<file path="src/rtl/aes_io_pkg.sv">
// Shared types and sizes for the byte-serial AES-128 I/O sequencer.
// The state encoding is shared so that the top level and any debug logic agree on it.
package aes_io_pkg;

  localparam int AES_BYTES = 16;
  localparam int BLOCK_W   = 128;

  typedef enum logic [1:0] {
    LOAD,
    START,
    WAIT,
    UNLOAD
  } state_t;

endpackage

</file>
<file path="src/rtl/aes_byte_shreg.sv">
// Byte-wide shift register holding one AES block or key.
// Bytes enter at the LSB end, so the first byte ends up in the top byte lane.
module aes_byte_shreg
  import aes_io_pkg::*;
#(
  parameter int NBYTES = AES_BYTES,
  parameter int CNT_W  = 4
) (
  input  logic                  clk,
  input  logic                  rst_n,
  input  logic                  ena,
  input  logic                  load,
  input  logic [8*NBYTES-1:0]   load_data,
  input  logic                  shift,
  input  logic [7:0]            shift_in,
  output logic [8*NBYTES-1:0]   data,
  output logic [CNT_W-1:0]      cnt,
  output logic                  wrap
);

  localparam logic [CNT_W-1:0] LAST = CNT_W'(NBYTES - 1);

  // High on the shift that completes a full set of NBYTES bytes.
  assign wrap = shift & (cnt == LAST);

  // NOTE: the data register is reset even though it is wide, because its
  // contents are visible on the core key/block ports and must read 0 after reset.
  // NOTE: sequential state uses non-blocking assignments only.
  always_ff @(posedge clk) begin
    if (!rst_n) begin
      data <= '0;
      cnt  <= '0;
    end else if (ena) begin
      if (load) begin
        data <= load_data;
        cnt  <= '0;
      end else if (shift) begin
        data <= {data[8*NBYTES-9:0], shift_in};
        cnt  <= wrap ? '0 : cnt + 1'b1;
      end
    end
  end

endmodule

</file>
<file path="src/rtl/aes_byte_io.sv">
// Byte-serial sequencer between the 8-bit pin bus and a 128-bit AES-128 encrypt core:
// gathers key/plaintext bytes, starts the core, then streams the ciphertext out.
module aes_byte_io
  import aes_io_pkg::*;
#(
  parameter int NBYTES = AES_BYTES,
  parameter int CNT_W  = 4
) (
  input  logic               clk,
  input  logic               rst_n,
  input  logic               ena,
  input  logic [7:0]         in_byte,
  input  logic               in_valid,
  input  logic               in_is_key,
  output logic               in_ready,
  output logic [7:0]         out_byte,
  output logic               out_valid,
  input  logic               out_ready,
  output logic               key_valid,
  output logic               err,
  output logic [BLOCK_W-1:0] core_key,
  output logic [BLOCK_W-1:0] core_block,
  output logic               core_start,
  input  logic               core_done,
  input  logic [BLOCK_W-1:0] core_result
);

  state_t state, state_nxt;

  logic               in_accept;
  logic               key_shift, pt_shift, pt_drop;
  logic               out_shift, out_load;
  logic               key_wrap, pt_wrap, out_wrap;
  logic [CNT_W-1:0]   key_cnt, pt_cnt, out_cnt;
  logic [BLOCK_W-1:0] out_data;

  assign in_ready  = (state == LOAD);
  assign out_valid = (state == UNLOAD);

  assign in_accept = in_valid & in_ready & ena;
  assign key_shift = in_accept & in_is_key;
  assign pt_shift  = in_accept & ~in_is_key & key_valid;
  assign pt_drop   = in_accept & ~in_is_key & ~key_valid;
  assign out_shift = out_valid & out_ready & ena;

  aes_byte_shreg #(.NBYTES(NBYTES), .CNT_W(CNT_W)) u_key (
    .clk       (clk),
    .rst_n     (rst_n),
    .ena       (ena),
    .load      (1'b0),
    .load_data ('0),
    .shift     (key_shift),
    .shift_in  (in_byte),
    .data      (core_key),
    .cnt       (key_cnt),
    .wrap      (key_wrap)
  );

  aes_byte_shreg #(.NBYTES(NBYTES), .CNT_W(CNT_W)) u_pt (
    .clk       (clk),
    .rst_n     (rst_n),
    .ena       (ena),
    .load      (1'b0),
    .load_data ('0),
    .shift     (pt_shift),
    .shift_in  (in_byte),
    .data      (core_block),
    .cnt       (pt_cnt),
    .wrap      (pt_wrap)
  );

  // The output register is parallel-loaded from the core and drained from the top byte.
  aes_byte_shreg #(.NBYTES(NBYTES), .CNT_W(CNT_W)) u_out (
    .clk       (clk),
    .rst_n     (rst_n),
    .ena       (ena),
    .load      (out_load),
    .load_data (core_result),
    .shift     (out_shift),
    .shift_in  (8'h00),
    .data      (out_data),
    .cnt       (out_cnt),
    .wrap      (out_wrap)
  );

  assign out_byte = out_data[BLOCK_W-1 -: 8];

  // Counters and low lanes that only matter inside the shift registers.
  logic unused;
  assign unused = ^{pt_cnt, out_cnt, out_data[BLOCK_W-9:0]};

  always_ff @(posedge clk) begin
    if (!rst_n) begin
      state     <= LOAD;
      key_valid <= 1'b0;
      err       <= 1'b0;
    end else if (ena) begin
      state <= state_nxt;
      // A new key invalidates the old one as soon as its first byte lands.
      if (key_shift) begin
        if (key_wrap) begin
          key_valid <= 1'b1;
        end else if (key_cnt == '0) begin
          key_valid <= 1'b0;
        end
      end
      if (pt_drop) begin
        err <= 1'b1;
      end
    end
  end

  // NOTE: every output of this block gets a default first so no latch is inferred.
  always_comb begin
    state_nxt  = state;
    core_start = 1'b0;
    out_load   = 1'b0;
    case (state)
      LOAD: begin
        if (pt_wrap) begin
          state_nxt = START;
        end
      end
      START: begin
        core_start = ena;
        state_nxt  = WAIT;
      end
      WAIT: begin
        if (core_done) begin
          out_load  = 1'b1;
          state_nxt = UNLOAD;
        end
      end
      UNLOAD: begin
        if (out_wrap) begin
          state_nxt = LOAD;
        end
      end
      default: state_nxt = LOAD;
    endcase
  end

endmodule

</file>
<file path="config.mk">
export PLATFORM = sky130hd
export DESIGN_NAME = aes_byte_io
export DESIGN_NICKNAME = d
export VERILOG_FILES = /design/src/rtl/aes_io_pkg.sv /design/src/rtl/aes_byte_shreg.sv /design/src/rtl/aes_byte_io.sv
export SDC_FILE = /design/constraint.sdc
export NUM_CORES = 1
export LEC_CHECK = 0
export BUFFER_PORTS_ARGS = -buffer_cell sky130_fd_sc_hd__buf_4
export CORE_MARGIN = 4
export CORE_UTILIZATION = 45
export DETAILED_ROUTE_END_ITERATION = 12
export PLACE_DENSITY = 0.68
export SLEW_MARGIN = 20
export SYNTH_ARGS = -nofsm -noshare
export SYNTH_HDL_FRONTEND = slang
export SYNTH_HIERARCHICAL = 1
export SYNTH_SLANG_ARGS = --single-unit
</file>
<file path="constraint.sdc">
create_clock -name clk -period 2.35 [get_ports clk]
set_clock_uncertainty 0.1 [all_clocks]
set_input_delay 0.235 -clock clk [delete_from_list [all_inputs] [get_ports clk]]
set_output_delay 0.235 -clock clk [all_outputs]
set_load 0.005 [all_outputs]
</file>
==> out/results.ini <==
[status]
status=complete, no violations

[synthesis]
ys_types=33
synthArstFlopShare_pct=0
synth.most_common_cell=dfxtp_1
synth.avg_cell_area_um2=10.09
yosys.area.top_type=dfxtp_1
synth_area_um2=18440
synth-seq-cells=400
yosysWarningCount=6
synth_common_cells=dfxtp_1 (400), nor2_1 (393), mux2i_1 (386)
yosysTopAreaCellShare_pct=43.42
synth_area_leaders=dfxtp_1 (43%), mux2i_1 (21%), a211oi_2 (10%)
postSynthCellCount=1828
synth_ff_type=dfxtp_1
synth-seq-area-share_pct=43.42
synth_edf_count=0

[clock_network]
numCtsBuffers=44
clock_latency_ns=0.56
cts_setup_buffers=0
clock-sinks=400
cts_tree=built
clk_pin_slew_ns=0.06
htreeDepth=2
cts_root_buf=clkbuf_16
clockBufferDepth=3

[pwr]
power_per_cell_area_nw_per_um2=632.3
pwr-share-clk_pct=40.4
swShare_pct=25.26
p_sw_w=0.004100
leakagePower_nw=10.41
power_frac_comb_pct=14.1
p_int_w=0.01213
ir_worst_vdd_mv=0.4500
power_frac_seq_pct=45.5

[detailed_routing]
drt_iter0_drc=907
drtPass1Iterations=5
num_vias=15550
drt-wirelength-per-cell_um=17.04
drt-total-wl_um=52910
drc=0
post_drt_via_cell_ratio=5.008
ant_nets=0

[floorplan]
die_area_um2=44290
core_um2=40100
rows=73
pin_count=412
die_x_um=210.5
initial_core_util_pct=46.00
fp.dieH_um=210.5

[final_layout]
syn2layout_area_growth_pct=39.16
regArea_um2=8008
multiInputGateArea_um2=10510
fin_nets=2702
fin_cells=3105
drive_above_1_share_pct=26.11
fillerInstances=3231

[setup_path]
critPathArrivalTime_ns=2.52
critPathMaxStageDelay_ns=0.34
crit_type=reg -> reg
crit_family=compound AO/OA/AOI/OAI gates
reg2regPathDepth=8
cp_max_fo=80
startpoint_type=flop
crit_cells=8
slowest_stage=dfxtp_1
path_cells=inv_1 > ha_1 > nand3_1 > nor3b_2 > o21a_4 > buf_12 > nor2_1 > a211oi_1
end_kind=flop
worst-path-buf-inv=2
cp_data_required_time_ns=2.72

[global_routing]
grt_pass1_wl_um=82870
grt_pass1_vias=15440
grt_overflow=0
grt_max_degree=135
grt_use_total_pct=22.67
antenna_found_initial=6

[worst_hold_path]
hold_path_class=in -> reg
hold_depth=3

[timing]
worst_slack_ns=0.1931
min_period_ns=2.157
fmax_mhz=463.6
fin_crit_sh_pct=91.78
slew_viol_final=0
finalSetupViolations=0
hold_violations=0

[place]
dp.cells=2895
gp_congestion=0.8151
portBuffers=411
dp_slack_ns=0.05944
dp_hpwl_um=35150

[job]
drv_cap=0

cell usage in the layout, fill, tap and decap left out, drive strengths merged, types with 7 or more instances in the layout:
cell	Yosys	final
dfxtp	400	400
o21ai	8	8
ha	7	7
buf	126	451
nand2	13	13
a21oi	9	9
clkbuf	48	62
inv	7	12
conb	1	266
nand3	10	10
nor2	393	393
dlygate4sd3	0	136
a211oi	384	384
mux2i	386	386
through the flow:
step | TNS, ns | total power (W) | hold slack [ns] | area [um^2] | utilization, %
6_report | 0 | 0.01623 | 0.03596 | 25670 | 64.01
5_1_grt | -0.002466 | 0.01694 | 0.02641 | 25670 | 64.01
4_1_cts | 0 | 0.01639 | 0.002838 | 25640 | 63.95
3_5_place_dp | 0 | 0.009610 | 0.3712 | 22940 | 57.21
3_3_place_gp | 0 | 0.009561 | 0.3527 | 22940 | 57.21
2_1_floorplan | 0 | 0.008642 | 0.2527 | 19440 | -
registers in the layout, summed over array words and instances, names as in the netlist:
register,cells
u_key/data,128
u_out/data,128
u_pt/data,128
u_key/cnt,4
u_out/cnt,4
u_pt/cnt,4
state,2
err,1
key_valid,1
metal layers:
| metal | GRT usage (%) | routed length (um) | up-vias |
|---|---|---|---|
| met5 | 0.1078 | 13 | - |
| met4 | 8.719 | 1998 | 2 |
| met3 | 7.576 | 4032 | 113 |
| met2 | 37.61 | 24860 | 407 |
| met1 | 27.38 | 22010 | 7192 |
| li1 | - | - | 7835 |
worst min-delay path, stage by stage:
cell and delay, ns:
buf_4 0.08, mux2i_1 0.10, a211oi_1 0.23
power groups by stage:
stage	combinational (W)	sequential [W]	clock (W)
2_1_floorplan	0.00117	0.00747	0
3_5_place_dp	0.00208	0.00753	0
4_1_cts	0.00227	0.00739	0.00673
3_3_place_gp	0.00204	0.00752	0
6_report	0.00229	0.00738	0.00656
5_1_grt	0.00251	0.00742	0.00701
area by class of cell:
type / instances / area share (%)
Multi-Input combinational cell: 1509 / 40.95
Sequential cell: 400 / 31.20
Timing Repair Buffer: 587 / 19.83
Clock buffer: 62 / 4.987
Tap cell: 525 / 2.559
Clock inverter: 6 / 0.2437
Inverter: 10 / 0.1755
Antenna cell: 6 / 0.05850
repair_timing:
action	CTS	global route
endpoints found under the hold margin	144	0
setup endpoints to repair	0	129
hold buffers	136	0
resized for setup	0	2
path summary, 6_finish.rpt:
| kind | from | end | slack (ns) |
|---|---|---|---|
| hold reg to reg | u_key/cnt[1] | u_key/cnt[1] | 0.38 |
| setup reg to reg | state[0] | u_pt/data[3] | 0.19 |
| hold / removal | core_result[118] | u_out/data[118] | 0.04 |
| setup / recovery | state[0] | u_pt/data[3] | 0.19 |
logic make-up (layout without fill, tap and decap cells):
group	after synthesis	count (layout)	synth area share [%]
and+or+nand+nor	440	440	9.477
adders and majority gates	7	7	0.4748
other	1	272	0.02033
buffers and inverters	184	665	5.149
DFF	400	400	43.42
AOI/OAI and AO/OA	410	410	20.51
muxes	386	386	20.95
Note: power is estimated with default switching activity, not from simulation.
